File: src/rtl/servo_output_limiter.sv
// servo_output_limiter: offset/saturate, clamp with rail flags, slew limit and lock-loss freeze.
// Define SERVO_OUT_SLEW_EN to compile in the stage-3 slew limiter; otherwise stage 3 is a plain register.
module servo_output_limiter #(
  parameter int CNT_W = 24
) (
  input  logic             clk_in,
  input  logic             rst_in,
  input  logic             on_in,
  input  logic [15:0]      signal_in,
  input  logic [15:0]      offset_in,
  input  logic [15:0]      max_in,
  input  logic [15:0]      min_in,
  input  logic [15:0]      slew_in,
  input  logic [CNT_W-1:0] lock_cnt_in,
  input  logic             relock_in,
  output logic [15:0]      signal_out,
  output logic [1:0]       railed_out,
  output logic             unlocked_out,
  output logic [1:0]       state_out
);
  typedef enum logic [1:0] {ST_OFF = 2'd0, ST_LOCKED = 2'd1, ST_UNLOCKED = 2'd2} state_t;
  state_t           state_q, state_d;
  logic [CNT_W-1:0] cnt_q, cnt_d;
  logic [15:0]      sum_q, sum_d, tgt_q, tgt_d, out_q, out_d, sig_m;
  logic [1:0]       railed_q, railed_d;
  logic [16:0]      sum17;
  logic             off, frz, hi, lo, inv, hit;
`ifdef SERVO_OUT_SLEW_EN
  logic [16:0]      diff, mag;
`else
  logic             unused_slew;
  assign unused_slew = ^slew_in;
`endif
  always_ff @(posedge clk_in) state_q <= rst_in ? ST_OFF : state_d;
  always_comb begin
    hit = (|railed_q) && (lock_cnt_in != '0) &&
          (({1'b0, cnt_q} + (CNT_W+1)'(1)) == {1'b0, lock_cnt_in});
    state_d = !on_in                 ? ST_OFF :
              state_q == ST_OFF      ? ST_LOCKED :
              state_q == ST_UNLOCKED ? (relock_in ? ST_LOCKED : ST_UNLOCKED) :
              hit                    ? ST_UNLOCKED : ST_LOCKED;
  end
  always_comb begin
    unlocked_out = state_q == ST_UNLOCKED;
    state_out    = state_q;
    signal_out   = out_q;
    railed_out   = railed_q;
  end
  always_comb begin
    off      = state_d == ST_OFF;
    frz      = state_d == ST_UNLOCKED;
    sig_m    = off ? '0 : signal_in;
    sum17    = {sig_m[15], sig_m} + {offset_in[15], offset_in};
    sum_d    = (sum17[16] != sum17[15]) ? (sum17[16] ? 16'h8000 : 16'h7fff) : sum17[15:0];
    inv      = $signed(min_in) > $signed(max_in);
    hi       = $signed(sum_q) > $signed(max_in);
    lo       = $signed(sum_q) < $signed(min_in);
    tgt_d    = (inv || lo) ? min_in : hi ? max_in : sum_q;
    railed_d = off ? 2'b00 : frz ? railed_q : inv ? 2'b11 : {hi, lo};
    // counter only runs while locked; relock or any quiet cycle clears it
    cnt_d    = (off || state_q == ST_OFF || (state_q == ST_UNLOCKED && relock_in) ||
                (state_q != ST_UNLOCKED && !(|railed_q))) ? '0 :
               (state_q == ST_UNLOCKED || &cnt_q) ? cnt_q : cnt_q + CNT_W'(1);
`ifdef SERVO_OUT_SLEW_EN
    diff     = {tgt_q[15], tgt_q} - {out_q[15], out_q};
    mag      = diff[16] ? -diff : diff;
    out_d    = frz ? out_q :
               (slew_in != '0 && mag > {1'b0, slew_in}) ? (diff[16] ? out_q - slew_in : out_q + slew_in) :
               tgt_q;
`else
    out_d    = frz ? out_q : tgt_q;
`endif
  end
  always_ff @(posedge clk_in)
    if (rst_in) begin
      cnt_q    <= '0;
      sum_q    <= '0;
      tgt_q    <= '0;
      out_q    <= '0;
      railed_q <= '0;
    end else begin
      cnt_q    <= cnt_d;
      sum_q    <= sum_d;
      tgt_q    <= tgt_d;
      out_q    <= out_d;
      railed_q <= railed_d;
    end
endmodule

File: config.mk
export PLATFORM = sky130hd
export DESIGN_NAME = servo_output_limiter
export DESIGN_NICKNAME = d
export VERILOG_FILES = /design/src/rtl/servo_output_limiter.sv
export SDC_FILE = /design/constraint.sdc
export NUM_CORES = 1
export LEC_CHECK = 0
export ABC_CLOCK_PERIOD_IN_PS = 3000
export BUFFER_PORTS_ARGS = -buffer_cell sky130_fd_sc_hd__buf_2
export CAP_MARGIN = 20
export CORE_MARGIN = 2
export CORE_UTILIZATION = 35
export CTS_CLUSTER_DIAMETER = 50
export CTS_CLUSTER_SIZE = 28
export DETAILED_ROUTE_END_ITERATION = 7
export HOLD_SLACK_MARGIN = 0.12
export PLACE_DENSITY = 0.69
export SKIP_CTS_REPAIR_TIMING = 1
export SYNTH_ARGS = -nofsm -noshare
export SYNTH_HDL_FRONTEND = slang
export SYNTH_SLANG_ARGS = --single-unit
File: constraint.sdc
create_clock -name clk_in -period 3 [get_ports clk_in]
set_input_delay 0.3 -clock clk_in [delete_from_list [all_inputs] [get_ports clk_in]]
set_output_delay 0.3 -clock clk_in [all_outputs]
set_load 0.02 [all_outputs]
==> results of run 1 <==
[tightest hold or removal path, delay by kind of cell]
family | cells | cell delay, ns
AO/OA/AOI/OAI | 2 | 0.16
buffers and inverters | 1 | 0.12
[per-layer routing]
metal  wire [um]  track usage
met4         410      0.07427
met5          13            0
met3         959      0.04054
met2        7861       0.3112
met1        7248       0.2277
[metrics by stage]
step	utilization	cell area [um^2]	setup TNS (ns)
floorplan	-	5958	0
global placement	0.4295	7123	-0.03036
detailed placement	0.4295	7123	-0.7203
CTS	0.4505	7471	-0.04818
global route	0.4548	7542	-0.01103
finish	0.4548	7542	0
[layout make-up]
| cell class | count | area share |
|---|---|---|
| Tap cell | 220 | 0.03650 |
| Multi-Input combinational cell | 579 | 0.5528 |
| Clock buffer | 9 | 0.02986 |
| Sequential cell | 76 | 0.2022 |
| Antenna cell | 2 | 0.0006636 |
| Inverter | 48 | 0.02389 |
| Timing Repair Buffer | 172 | 0.1379 |
| Clock inverter | 7 | 0.01626 |
[kinds of logic (layout without fill, tap and decap cells)]
family	after synthesis	count (layout)	synth area share
DFF	76	76	0.2554
adders and majority gates	65	65	0.1378
muxes	20	20	0.03360
and+or+nand+nor	241	241	0.2169
other	0	2	0
xor gates and xnor gates	58	58	0.08526
AOI/OAI and AO/OA	195	195	0.2108
buffers and inverters	85	236	0.06027
[synth_stat cells (3+ instances only)]
master	number
o21a_1	7
nor3_1	9
nand3_1	18
nor4_1	11
and4_1	7
a21o_1	17
ha_1	64
nand4_1	24
o211ai_1	3
a21oi_1	71
xnor2_1	32
or3_1	7
nor2_1	69
o22ai_1	4
o31ai_1	4
and3_1	4
nor2b_1	13
nor3b_1	6
nand2_1	36
xor2_1	26
clkbuf_1	22
a211oi_1	6
o2111ai_1	3
mux2i_1	20
a311oi_1	17
and2_1	19
inv_1	48
dfxtp_1	76
o21ai_0	35
buf_2	10
nand2b_1	5
[path summary, 6_finish.rpt]
check	end	slack (ns)	startpoint	cells after the start
max	signal_out[4]	0.13	cnt_q[9]	10
min	tgt_q[13]	0.28	min_in[13]	3
max reg2reg	signal_out[4]	0.13	cnt_q[9]	10
min reg2reg	signal_out[10]	0.46	tgt_q[10]	2
[where the power goes]
part / total (mW) / switching (mW) / internal, mW
sequential: 1.17 / 0.0631 / 1.11
combinational: 0.901 / 0.500 / 0.401
clock: 1.27 / 0.455 / 0.818
total: 3.34 / 1.02 / 2.33
[sequential cells by signal, summed over array words and instances (netlist names)]
name	cells
tgt_q	16
railed_out	2
signal_out	16
sum_q	16
cnt_q	24
state_out	2
==> results.toml, run 1 <==
[worst_setup_path]
cp_top_family = "simple AND/OR/NAND/NOR gates"
cp_cell_sequence = "nand4_4, nor3_2, buf_4, a311oi_1, nor4_2, o2111ai_2, o31ai_4, buf_12, mux2i_1, nor2_1"
critPathMaxStageDelay_ns = 0.46
crit_slowest_cell = "dfxtp_1"
critPathArrivalTime_ns = 3.07
critPathBufInv = 2
cp-end-kind = "register"
path_class = "reg2reg"
path_max_fanout = 12
crit_required_ns = 3.20
start_kind = "register"

[cells_and_area]
layout.area.seq_um2 = 1525
area_growth_syn_to_layout_pct = 26.59
final_cell_count_no_fill = 1113
finalNetCount = 1059
mostFrequentLayoutCell = "buf_2"
mostFrequentLayoutCells = "buf_2, dfxtp_1, a21oi_1"
multi_input_area_um2 = 4169
fillers = 1659
post_route_cells_drive_above_1_share = 0.2379

[clocking]
tritoncts = "built"
cts_root_buffer = "clkbuf_16"
clk_pin_slew_ns = 0.06
clock_latency_ns = 0.34
cts_buffers = 9
clk_path_buf_depth = 2
cts.sinks = 76
h-tree-depth = 3

[synthesis]
yosysSeqAreaShare = 0.2554
async_reset_ff_frac = 0
ys_ff_latch = 76
syn_inst = 740
yosysWarnings = 0
syn_nets = 913
yosysTopAreaCellShare = 0.2554
netlist_top_cells_area = "dfxtp_1, ha_1, a21oi_1, xnor2_1, nor2_1"
synth_flop_cell = "dfxtp_1"
syn_area_um2 = 5958
syn_avg_cell_area_um2 = 8.052
synth_largest_area_cell = "dfxtp_1"
synth_edf_count = 0
synthDistinctLibCells = 66

[floorplan]
ios = 129
coreArea_um2 = 16580
rows = 47
die_x_um = 134.5
die_area_um2 = 18080
initial_utilization = 0.3593
die_h_um = 134.5

[timing]
fin_worst_skew_ns = 0.007239
setup_violations = 0
drv_slew = 0
fin_crit_sh = 0.9574
fin_crit_ns = 2.872
worst_slack_ns = 0.1278
hold-worst-slack_ns = 0.2843
hold_violations = 0
fmax_mhz = 348.2
worst_slew_pin_slew_ns = 0.7055
slew_headroom = 0.5297

[place]
dp_hpwl_um = 13230
globalplace.congestion = 0.9083
pre_cts_slack_ns = -0.07202
port_buffers = 112
dp_cells = 1095

[pwr]
peakVddDrop_v = 0.0002534
leakagePower_nw = 3.322
power_density_nw_per_um2 = 443.4
report.power.total_mw = 3.345

[flow_run]
maxCapViolCount = 0

[drt]
vias = 5887
drt_wl_total_um = 16490
drtIter0Drc = 332
dr.pass1.iters = 4
routedWlPerCell_um = 14.82
drtAntennaViolNets = 0
drc_errors = 0
vias_per_cell = 5.289

[global_routing]
grt_pass1_vias = 5576
track_usage = 0.1841
overflow = 0
antenna_found_initial = 3
grt_pass1_wl_um = 26780
grt_start_max_net_pins = 37

[status]
status = "complete, no violations"

[min_path]
hold_class = "in2reg"
(Power assumes the default switching activity.)
==> run 2, diff against run 1 <==
--- a/config.mk
+++ b/config.mk
@@ -15,6 +15,7 @@
 export DETAILED_ROUTE_END_ITERATION = 7
 export HOLD_SLACK_MARGIN = 0.12
 export PLACE_DENSITY = 0.69
+export REMOVE_ABC_BUFFERS = 1
 export SKIP_CTS_REPAIR_TIMING = 1
 export SYNTH_ARGS = -nofsm -noshare
 export SYNTH_HDL_FRONTEND = slang
==> run 2 against run 1 <==
Net effect: worst setup slack improved by 0.021 ns; first-iteration DRC count increased by 36%; combinational power decreased by 1%; critical path depth increased by 1; total power decreased by 7.8%; die area unchanged; largest cell class unchanged.
==> results.toml, run 2 (synthesis results as in run 1) <==
[worst_setup_path]
crit_required_ns = 3.22
r2r_cells = 11
critPathArrivalTime_ns = 3.07
critPathBufInv = 2
cp_cell_sequence = "ha_1, nand3_1, buf_4, nor3_2, xnor2_1, nor4_1, o2111ai_1, o31ai_4, buf_12, mux2i_1, nor2_1"
start_kind = "register"
cp-end-kind = "register"
path_class = "reg2reg"
critPathMaxStageDelay_ns = 0.39
path_max_fanout = 18
crit_slowest_cell = "dfxtp_2"
crit_cells = 11
cp_top_family = "simple AND/OR/NAND/NOR gates"

[cells_and_area]
mostFrequentLayoutCells = "buf_2, dfxtp_1, a21oi_1"
area_growth_syn_to_layout_pct = 22.60
fillers = 1676
multi_input_area_um2 = 4124
post_route_cells_drive_above_1_share = 0.2176
final_util = 0.4405
mostFrequentLayoutCell = "buf_2"
layout.area.seq_um2 = 1525
final_cell_count_no_fill = 1094
regMostFlops = "cnt_q"
largest_reg_flops = 24
finalNetCount = 1042

[pwr]
peakVddDrop_v = 0.0002071
comb_power_share = 0.289
p_int_mw = 2.102
switching_share = 0.3183
clkPwrFrac = 0.333
p_switching_mw = 0.9814
seqPwrFrac = 0.378
power_density_nw_per_um2 = 422.1
leakagePower_nw = 3.215

[timing]
hold-worst-slack_ns = 0.2436
worst_slew_pin_slew_ns = 0.6815
fin_worst_skew_ns = 0.01227
slew_headroom = 0.5456
hold_violations = 0
drv_slew = 0
fin_crit_ns = 2.851
rsz0062_at_grt = "no"
fmax_mhz = 350.7
fin_crit_sh = 0.9505
setup_violations = 0
worst_slack_ns = 0.1485

[clocking]
clk_pin_slew_ns = 0.06
h-tree-depth = 3
tritoncts = "built"
clock_latency_ns = 0.35
cts_buffers = 9
clk_path_buf_depth = 2
cts_root_buffer = "clkbuf_16"
cts.sinks = 76

[min_path]
min_path_cells = 2
hold_class = "in2reg"

[drt]
routedWlPerCell_um = 14.33
drc_errors = 0
vias = 5736
vias_per_cell = 5.243
drtAntennaViolNets = 0
drtIter0Drc = 452
drt_wl_total_um = 15680
dr.pass1.iters = 5

[global_routing]
grt_pass1_vias = 5335
top_usage_layer = "met2"
grt_util_met1 = 0.2114
grt_pass1_wl_um = 25390
met3_usage = 0.03566
track_usage = 0.1748
antenna_found_initial = 2
overflow = 0
grt_start_max_net_pins = 33
use_met2 = 0.3053

[floorplan]
coreArea_um2 = 16580
ios = 129
die_area_um2 = 18080
die_x_um = 134.5
die_h_um = 134.5
rows = 47
initial_utilization = 0.3593

[place]
globalplace.congestion = 0.9133
dp_cells = 1078
dp_hpwl_um = 12670
pre_cts_slack_ns = -0.09879
port_buffers = 112

[status]
status = "complete, no violations"

[flow_run]
maxCapViolCount = 0
[run 2: cell types whose count changed in the layout (fill, tap and decap cells not counted), sizes merged]
cell / delta
buf: -17
bufinv: -3
clkinv: +3
clkbuf: +2
clkinvlp: -2
diode: -1
inv: -1
[run 2: layout make-up]
type,count,area share
repair buffers,155,0.1261
diodes,1,0.0003426
inverters,48,0.02467
well taps,220,0.03768
flip-flops and latches,76,0.2088
multi-input cells,579,0.5646
clock inverters,4,0.003255
clock buffers,11,0.03460
[run 2: worst paths after layout]
check	start	slack [ns]	endpoint
hold reg to reg	tgt_q[1]	0.46	signal_out[1]
hold / removal	rst_in	0.24	sum_q[15]
setup / recovery	cnt_q[0]	0.15	signal_out[6]
setup reg to reg	cnt_q[0]	0.15	signal_out[6]
[run 2: layer usage]
layer,share of wire,routed length (um)
met1,0.44,6837
met2,0.48,7549
met3,0.060,943
met4,0.021,331
met5,0.00083,13
[run 2: power by group through the flow]
| stage | logic (mW) | registers (mW) | clock network [mW] |
|---|---|---|---|
| 2_1_floorplan | 0.543 | 1.20 | 0 |
| 4_1_cts | 0.892 | 1.17 | 1.05 |
| 3_5_place_dp | 0.887 | 1.19 | 0 |
| 6_report | 0.890 | 1.17 | 1.03 |
| 5_1_grt | 1.00 | 1.17 | 1.09 |
| 3_3_place_gp | 0.868 | 1.18 | 0 |
[run 2: per-stage QoR]
step | power (mW) | instance area, um^2 | TNS (ns)
2_1_floorplan | 1.742 | 5779 | -23.97
3_3_place_gp | 2.053 | 7008 | 0
3_5_place_dp | 2.074 | 7008 | -0.2911
4_1_cts | 3.111 | 7284 | 0
5_1_grt | 3.270 | 7302 | 0
6_report | 3.083 | 7305 | 0
==> run 3, diff against run 2 <==
--- a/config.mk
+++ b/config.mk
@@ -11,11 +11,11 @@
 export CORE_MARGIN = 2
 export CORE_UTILIZATION = 35
 export CTS_CLUSTER_DIAMETER = 50
-export CTS_CLUSTER_SIZE = 28
+export CTS_CLUSTER_SIZE = 10
 export DETAILED_ROUTE_END_ITERATION = 7
+export GPL_TIMING_DRIVEN = 0
 export HOLD_SLACK_MARGIN = 0.12
 export PLACE_DENSITY = 0.69
-export REMOVE_ABC_BUFFERS = 1
 export SKIP_CTS_REPAIR_TIMING = 1
 export SYNTH_ARGS = -nofsm -noshare
 export SYNTH_HDL_FRONTEND = slang
==> run 3 against run 2 <==
Net effect: clock power increased by 17%; die area unchanged; global-route usage increased by 0.79 points; flip-flop and latch count unchanged; clock-buffer cell count decreased by 2; clock skew increased by 0.0030 ns; sequential power about the same; maximum frequency decreased by 2.3%; via count increased by 2.5%; combinational power decreased by 1%; worst setup slack got worse by 0.068 ns; highest routed layer unchanged.
==> results.toml, run 3 (synthesis results as in run 1) <==
[drt]
vias = 5882
dr.max_layer_used = "met5"
drtAntennaViolNets = 0
drt_wl_total_um = 16850
route.met2.wl_um = 8061
vias_per_cell = 5.367
dr.pass1.iters = 5
drc_errors = 0
wl_met1_um = 7190
routed-wl-met3_um = 1149
drtIter0Drc = 488
routedWlPerCell_um = 15.38

[floorplan]
ios = 129
die_x_um = 134.5
rows = 47
initial_utilization = 0.3593
die_h_um = 134.5
die_area_um2 = 18080
coreArea_um2 = 16580

[timing]
worst_slew_pin_slew_ns = 0.6469
fin_crit_ns = 2.920
setup_violations = 0
worst_slack_ns = 0.08040
fmax_mhz = 342.5
slew_headroom = 0.5687
hold_violations = 0
tns_ns = 0
drv_slew = 0
fin_worst_skew_ns = 0.01530
fin_crit_sh = 0.9732

[status]
status = "complete, no violations"

[min_path]
hold_class = "in2reg"
min_path_cells = 3
min_to = "tgt_q[14]"
hold_start = "min_in[14]"

[clocking]
cts_buffers = 9
cts_root_buffer = "clkbuf_16"
clock_latency_ns = 0.35
h-tree-depth = 3
clk_pin_slew_ns = 0.07
tritoncts = "built"
clk_path_buf_depth = 2
cts.sinks = 76

[place]
pre_cts_slack_ns = -0.8645
dp_hpwl_um = 13300
port_buffers = 111
globalplace.congestion = 0.9370

[global_routing]
grt_pass1_wl_um = 26500
grt_pass1_vias = 5468
track_usage = 0.1827
grt_start_max_net_pins = 15
antenna_found_initial = 2
overflow = 0

[cells_and_area]
fillers = 1633
largest_reg_flops = 24
diodes = 0
area_growth_syn_to_layout_pct = 24.36
multi_input_area_um2 = 4235
finalNetCount = 1044
mostFrequentLayoutCell = "buf_2"
post_route_cells_drive_above_1_share = 0.2135
layout.area.seq_um2 = 1529
regMostFlops = "cnt_q"
mostFrequentLayoutCells = "buf_2, dfxtp_1, a21oi_1"

[worst_setup_path]
cp-end-kind = "register"
crit_required_ns = 3.21
path_class = "reg2reg"
start_kind = "register"
r2r-end = "signal_out[8]"
r2r_cells = 11
rrSetupSlack_ns = 0.08
critPathArrivalTime_ns = 3.13
path_max_fanout = 10
rr_startpoint = "cnt_q[12]"

[pwr]
peakVddDrop_v = 0.0002628
power_density_nw_per_um2 = 438.3
leakagePower_nw = 3.252
report.power.total_mw = 3.248

[flow_run]
maxCapViolCount = 0
[run 3: cell type report]
class | instances | area share
clock buffer | 9 | 0.03040
multi-input combinational | 579 | 0.5716
tap | 220 | 0.03715
timing repair buffer | 122 | 0.08983
buffer | 35 | 0.02668
inverter | 48 | 0.02432
clock inverter | 7 | 0.01368
sequential | 76 | 0.2063
[run 3: power by group]
part / leakage [nW] / total (mW) / internal, mW / switching (mW)
registers: 0.627 / 1.17 / 1.11 / 0.0598
logic: 2.47 / 0.880 / 0.365 / 0.515
clock network: 0.152 / 1.20 / 0.733 / 0.469
[run 3: routing by layer]
layer,vias up,track usage
met2,214,0.3166
met5,-,0
met3,36,0.04129
li1,2957,-
met4,2,0.06491
met1,2673,0.2223
[run 3: worst max path at each step]
stage | startpoint | to | slack, ns
3_3_place_gp | on_in | sum_q[9] | -0.87
5_1_grt | cnt_q[10] | signal_out[9] | -0.07
6_report | cnt_q[12] | signal_out[8] | 0.08
4_1_cts | on_in | sum_q[9] | -0.51
3_5_place_dp | on_in | sum_q[9] | -0.86
2_1_floorplan | on_in | sum_q[2] | 0.06
[run 3: stage by stage]
stage / utilization / cells / cell area, um^2 / hold slack (ns)
after global placement: 0.4094 / 1071 / 6789 / 0.4405
after floorplan: - / 740 / 5958 / 0.4365
after CTS: 0.4291 / 1087 / 7116 / 0.2872
after detailed placement: 0.4094 / 1071 / 6789 / 0.4481
final: 0.4468 / 1096 / 7410 / 0.3041
after global routing: 0.4468 / 1096 / 7410 / 0.3044
[run 3: critical path, cell delays in order (launching register included)]
cell       delay, ns
dfxtp_1         0.45
and4_1          0.23
buf_4           0.16
nand4_1         0.17
or3_1           0.43
a221oi_2        0.27
o2111ai_2       0.21
o31ai_2         0.32
buf_6           0.16
buf_12          0.13
mux2i_1         0.18
nor2_1          0.05
